==> config.mk <==
export PLATFORM = sky130hd
export DESIGN_NAME = alu_mc
export DESIGN_NICKNAME = d
export VERILOG_FILES = /design/src/rtl/alu_pkg.sv /design/src/rtl/alu_core.sv /design/src/rtl/alu_mc.sv
export SDC_FILE = /design/constraint.sdc
export NUM_CORES = 1
export LEC_CHECK = 0
export CAP_MARGIN = 5
export CORE_MARGIN = 10
export CORE_UTILIZATION = 65
export CTS_BUF_LIST = sky130_fd_sc_hd__clkbuf_4
export DETAILED_ROUTE_END_ITERATION = 6
export PLACE_DENSITY = 0.89
export SLEW_MARGIN = 40
export SYNTH_ARGS = -nofsm -noshare
export SYNTH_HDL_FRONTEND = slang
export SYNTH_SLANG_ARGS = --single-unit
export TNS_END_PERCENT = 100
==> constraint.sdc <==
create_clock -name clk -period 10.87 [get_ports clk]
set_clock_uncertainty 0.1 [all_clocks]
set_input_delay 1.6305 -clock clk [delete_from_list [all_inputs] [get_ports clk]]
set_output_delay 1.6305 -clock clk [all_outputs]
set_load 0.05 [all_outputs]
==> src/rtl/alu_pkg.sv <==
// Shared types and helpers for the multi-cycle MIPS ALU.
package alu_pkg;

  typedef enum logic [3:0] {
    OP_AND   = 4'b0000,
    OP_OR    = 4'b0001,
    OP_ADD   = 4'b0010,
    OP_SUB   = 4'b0110,
    OP_SLT   = 4'b0111,
    OP_MULTU = 4'b1000,
    OP_DIVU  = 4'b1001
  } alu_op_t;

  typedef enum logic [1:0] {
    IDLE = 2'd0,
    BUSY = 2'd1,
    DONE = 2'd2
  } alu_state_t;

  // Low three function bits that make the core subtract (b inverted, carry-in 1).
  localparam logic [2:0] CORE_SUB = 3'b110;

  // True for the ops the combinational core finishes in one cycle.
  function automatic logic is_single_op(input logic [3:0] op);
    case (op)
      OP_AND, OP_OR, OP_ADD, OP_SUB, OP_SLT: return 1'b1;
      default:                               return 1'b0;
    endcase
  endfunction

endpackage

==> src/rtl/alu_core.sv <==
// Combinational AND/OR/ADD/SUB/SLT datapath. The carry out lets the
// divider use the same adder for its trial subtract.
module alu_core #(
  parameter int WIDTH = 32
) (
  input  logic [WIDTH-1:0] a,
  input  logic [WIDTH-1:0] b,
  input  logic [2:0]       f,
  output logic [WIDTH-1:0] y,
  output logic             cout
);

  logic [WIDTH-1:0] b2;
  logic [WIDTH-1:0] sum;

  // Shared adder; f[2] turns it into a subtractor, f[1:0] picks the result.
  always_comb begin
    b2          = f[2] ? ~b : b;
    {cout, sum} = {1'b0, a} + {1'b0, b2} + {{WIDTH{1'b0}}, f[2]};
    y           = '0;
    case (f[1:0])
      2'b00: y = a & b2;
      2'b01: y = a | b2;
      2'b10: y = sum;
      2'b11: y = {{(WIDTH-1){1'b0}}, sum[WIDTH-1]};
    endcase
  end

endmodule

==> src/rtl/alu_mc.sv <==
// Multi-cycle ALU: single-cycle logic/arith ops plus iterative unsigned
// multiply and divide, with valid/ready handshakes on both sides.
module alu_mc
  import alu_pkg::*;
#(
  parameter int WIDTH = 32
) (
  input  logic             clk,
  input  logic             reset,
  input  logic             in_valid,
  output logic             in_ready,
  input  logic [WIDTH-1:0] a,
  input  logic [WIDTH-1:0] b,
  input  logic [3:0]       f,
  output logic             out_valid,
  input  logic             out_ready,
  output logic [WIDTH-1:0] y,
  output logic [WIDTH-1:0] hi,
  output logic             zero
);

  localparam int               CNT_W    = $clog2(WIDTH + 1);
  localparam logic [CNT_W-1:0] CNT_LAST = CNT_W'(WIDTH);

  alu_state_t       state_q,  state_d;
  logic [CNT_W-1:0] cnt_q,    cnt_d;
  logic             is_mul_q, is_mul_d;
  logic [WIDTH-1:0] mcand_q,  mcand_d;   // multiplicand or divisor
  logic [WIDTH-1:0] whi_q,    whi_d;     // product high half / partial remainder
  logic [WIDTH-1:0] wlo_q,    wlo_d;     // multiplier bits / dividend-then-quotient
  logic [WIDTH-1:0] y_q,      y_d;
  logic [WIDTH-1:0] hi_q,     hi_d;
  logic             zero_q,   zero_d;

  logic [WIDTH-1:0] core_a, core_b, core_y;
  logic [2:0]       core_f;
  logic             core_cout;
  logic [WIDTH-1:0] div_low;
  logic             div_take;
  logic [WIDTH:0]   mul_sum;
  logic [CNT_W-1:0] cnt_nxt;

  // Remainder shifted left with the next dividend bit; its top bit falls
  // out of the WIDTH-bit core and is folded back in through div_take.
  assign div_low  = {whi_q[WIDTH-2:0], wlo_q[WIDTH-1]};
  assign div_take = whi_q[WIDTH-1] | core_cout;
  assign mul_sum  = {1'b0, whi_q} + (wlo_q[0] ? {1'b0, mcand_q} : '0);
  assign cnt_nxt  = cnt_q + 1'b1;

  // Core sees the live operands when idle, the trial subtract otherwise.
  always_comb begin
    core_a = div_low;
    core_b = mcand_q;
    core_f = CORE_SUB;
    if (state_q == IDLE) begin
      core_a = a;
      core_b = b;
      core_f = f[2:0];
    end
  end

  alu_core #(.WIDTH(WIDTH)) u_core (
    .a    (core_a),
    .b    (core_b),
    .f    (core_f),
    .y    (core_y),
    .cout (core_cout)
  );

  // Next-state logic: accept, iterate one bit per cycle, hold until drained.
  // NOTE: every _d starts from its _q so no path leaves a signal unassigned, which would infer a latch.
  always_comb begin
    state_d  = state_q;
    cnt_d    = cnt_q;
    is_mul_d = is_mul_q;
    mcand_d  = mcand_q;
    whi_d    = whi_q;
    wlo_d    = wlo_q;
    y_d      = y_q;
    hi_d     = hi_q;
    zero_d   = zero_q;
    case (state_q)
      IDLE: begin
        if (in_valid) begin
          cnt_d = '0;
          whi_d = '0;
          if (f == OP_MULTU) begin
            is_mul_d = 1'b1;
            mcand_d  = a;
            wlo_d    = b;
            state_d  = BUSY;
          end else if (f == OP_DIVU) begin
            is_mul_d = 1'b0;
            mcand_d  = b;
            wlo_d    = a;
            state_d  = BUSY;
          end else begin
            y_d     = is_single_op(f) ? core_y : '0;
            hi_d    = '0;
            zero_d  = (y_d == '0);
            state_d = DONE;
          end
        end
      end
      BUSY: begin
        cnt_d = cnt_nxt;
        if (is_mul_q) begin
          {whi_d, wlo_d} = {mul_sum, wlo_q[WIDTH-1:1]};
        end else begin
          whi_d = div_take ? core_y : div_low;
          wlo_d = {wlo_q[WIDTH-2:0], div_take};
        end
        // Results are published only on the final iteration.
        if (cnt_nxt == CNT_LAST) begin
          y_d     = wlo_d;
          hi_d    = whi_d;
          zero_d  = (wlo_d == '0);
          state_d = DONE;
        end
      end
      DONE: begin
        if (out_ready) state_d = IDLE;
      end
      default: state_d = IDLE;
    endcase
  end

  // State and datapath registers with asynchronous abort.
  // NOTE: sequential state uses non-blocking assignments so every flop samples pre-edge values.
  always_ff @(posedge clk or posedge reset) begin
    if (reset) begin
      state_q  <= IDLE;
      cnt_q    <= '0;
      is_mul_q <= 1'b0;
      mcand_q  <= '0;
      whi_q    <= '0;
      wlo_q    <= '0;
      y_q      <= '0;
      hi_q     <= '0;
      zero_q   <= 1'b1;
    end else begin
      state_q  <= state_d;
      cnt_q    <= cnt_d;
      is_mul_q <= is_mul_d;
      mcand_q  <= mcand_d;
      whi_q    <= whi_d;
      wlo_q    <= wlo_d;
      y_q      <= y_d;
      hi_q     <= hi_d;
      zero_q   <= zero_d;
    end
  end

  assign in_ready  = (state_q == IDLE);
  assign out_valid = (state_q == DONE);
  assign y         = y_q;
  assign hi        = hi_q;
  assign zero      = zero_q;

endmodule

==> flow_metrics.env <==
export IMPL_rows=54
export IMPL_via_per_inst=6.65
export IMPL_rsz0062_at_grt="false"
export IMPL_ctsLongestPathBuffers=2
export IMPL_clock_latency_ns=0.64
export IMPL_p_per_area_nw_per_um2=341
export IMPL_maxCapViolCount=0
export IMPL_power_leakage_uw=0.00746
export IMPL_cts_resized_gates=0
export IMPL_dp_hpwl_um=39500
export IMPL_place_gp_congestion=1.02
export IMPL_r2r_slack_ns=5.09
export IMPL_num_io_pins=139
export IMPL_path_buf_inv=3
export IMPL_grt_usage=0.356
export IMPL_cp_end_kind="flip-flop"
export IMPL_port_buffers=138
export IMPL_slowest_stage="buf_4"
export IMPL_cp_required_ns=11.24
export IMPL_coreArea_um2=22000
export IMPL_drive_above_1_share=0.0638
export IMPL_layout_nets=2118
export IMPL_vdd_drop_max_mv=0.219
export IMPL_cts_tree="done"
export IMPL_fin_crit_ns=5.78
export IMPL_hold_buffers=0
export IMPL_postSynthCellCount=1890
export IMPL_tightestPinTransition_ns=0.889
export IMPL_synth_avg_cell_area_um2=7.73
export IMPL_post_cts_buffers=0
export IMPL_status="finished, final reports clean"
export IMPL_synth_warnings=0
export IMPL_hold_depth=2
export IMPL_async_reset_ff_frac=1.00
export IMPL_cp_num_cells=17
export IMPL_finalHoldViolations=0
export IMPL_cts_root_buffer="clkbuf_4"
export IMPL_start_util=0.665
export IMPL_clkSinkCount=170
export IMPL_numCtsBuffers=17
export IMPL_dr_pass1_iters=6
export IMPL_crit_family="compound AO/OA/AOI/OAI gates"
export IMPL_synth_edf_count=0
export IMPL_path_class="flip-flop to flip-flop"
export IMPL_fp_dieArea_um2=28900
export IMPL_cp_max_fo=76
export IMPL_antenna_found_initial=3
export IMPL_critical_path_arrival_ns=6.15
export IMPL_first_global_vias=14300
export IMPL_r2r_cells=17
export IMPL_wl_per_cell_um=23.5
export IMPL_final_cell_mix="348 x nand2_1, 181 x a21oi_1, 167 x dfrtp_1, 161 x o21ai_0, 135 x clkdlybuf4s50_1"
export IMPL_ys_flop_type="dfrtp_1"
export IMPL_whs_endpoint="y[11]"
export IMPL_setup_viol=0
export IMPL_slew_headroom=0.405
export IMPL_final_common_cell="nand2_1"
export IMPL_syn_nets=2061
export IMPL_drt_total_wl_um=52700
export IMPL_drt_iter0_markers=1768
export IMPL_areaGrowthSynthToFinish_pct=12.1
export IMPL_place_ws_ns=4.62
export IMPL_via_count=14900
export IMPL_setup_ws_ns=5.09
export IMPL_min_from="y[11]"
export IMPL_gr_total_overflow=0
export IMPL_ys_types=79
export IMPL_cp_cell_sequence="or2_4 -> buf_4 -> nand2_1 -> o21a_1 -> ha_1 -> o21ai_0 -> nor2_1 -> o2111ai_1 -> a2111oi_2 -> nor4_1 -> o21ai_4 -> buf_4 -> inv_1 -> nand2_1 -> nand2_1 -> o21ai_0 -> o21ai_0"
export IMPL_hold_path_class="flip-flop to flip-flop"
export IMPL_slew_violations=0
export IMPL_clk_transition_reported_paths_ns=0.18
export IMPL_grt_pass1_wl_um=80100
export IMPL_h_tree_depth=4
export IMPL_critical_path_max_stage_delay_ns=0.73
export IMPL_final_antenna_net_count=0
export IMPL_drc=0
export IMPL_tns_ns=0
export IMPL_r2r_end="hi[11]"
export IMPL_yosys_register_bits=170
export IMPL_worstReg2RegStart="state_q[1]"
export IMPL_die_w_um=170
export IMPL_max_freq_mhz=173
export IMPL_final_period_utilization=0.531
export IMPL_seq_area_frac_synth=0.291
export IMPL_syn_area_um2=14600
export IMPL_start_kind="flip-flop"
export IMPL_grt_max_degree=105
export IMPL_die_h_um=170
## registers in the layout, summed over array words and instances (netlist names)
| signal | cells |
|---|---|
| mcand_q | 32 |
| y | 32 |
| cnt_q | 6 |
| hi | 32 |
| state_q | 2 |
| whi_q | 32 |
| wlo_q | 32 |
| is_mul_q | 1 |
| zero | 1 |
## report_power, final
part / switching, uW / leakage (uW) / internal, uW
Sequential: 298 / 0.00221 / 846
Clock: 293 / 0.000159 / 108
Combinational: 2620 / 0.00509 / 1410
Total: 3210 / 0.00746 / 2370
## logic make-up after synthesis
kind of cell / share of synthesized area
AOI/OAI and AO/OA: 0.239
xor gates and xnor gates: 0.0438
adders and majority gates: 0.0858
buffers and inverters: 0.0521
DFF: 0.291
muxes: 0.0929
and+or+nand+nor: 0.195
## layout make-up
cell class                      instances  area [um^2]
Inverter                               84          325
Multi-Input combinational cell       1520         9640
Sequential cell                       170         4260
Clock inverter                         15          171
Tap cell                              280          350
Clock buffer                           17          128
Fill cell                            1707         5580
Timing Repair Buffer                  154         1490
Antenna cell                            2         5.00
## worst max path at each step
stage | from | to | slack, ns
floorplan | reset | cnt_q[0] | 4.54
global placement | f[2] | hi[24] | 4.64
detailed placement | f[2] | hi[24] | 4.62
CTS | f[2] | hi[11] | 5.25
global route | state_q[1] | hi[31] | 4.83
finish | state_q[1] | hi[11] | 5.09
## metal layers
layer,share of wire,wire length (um),GRT usage,up-vias
met2,0.45,23800,0.577,912
met5,0,0,0,-
met3,0.081,4280,0.0599,255
li1,-,-,-,6759
met4,0.096,5080,0.286,0
met1,0.37,19500,0.410,6974
## stage by stage
step	power, uW	hold slack, ns	utilization	std cells	cell area [um^2]
5_1_grt	5910	0.421	0.746	2242	16400
2_1_floorplan	3850	0.366	-	1890	14600
3_3_place_gp	4960	0.361	0.731	2208	16100
4_1_cts	5450	0.403	0.745	2240	16400
3_5_place_dp	5040	0.366	0.732	2208	16100
6_report	5580	0.399	0.746	2242	16400
## Yosys cell counts, types with 43 or more instances
library cell | instances | area (um^2)
nor2_1 | 135 | 507
clkbuf_1 | 91 | 342
xor2_1 | 47 | 412
o21ai_0 | 163 | 816
nand2_1 | 348 | 1310
dfrtp_1 | 169 | 4230
mux2_2 | 43 | 484
a21oi_1 | 181 | 906
mux2i_1 | 85 | 851
inv_1 | 82 | 308
ha_1 | 97 | 1210
## worst reg2reg max path, stage by stage, from the launching register on
cell and delay, ns:
dfrtp_1 0.55, or2_4 0.45, buf_4 0.73, nand2_1 0.15
o21a_1 0.15, ha_1 0.37, o21ai_0 0.16, nor2_1 0.28
o2111ai_1 0.33, a2111oi_2 0.57, nor4_1 0.15, o21ai_4 0.16
buf_4 0.54, inv_1 0.32, nand2_1 0.14, nand2_1 0.06
o21ai_0 0.26, o21ai_0 0.15
Note: power is estimated with default switching activity, not from simulation.
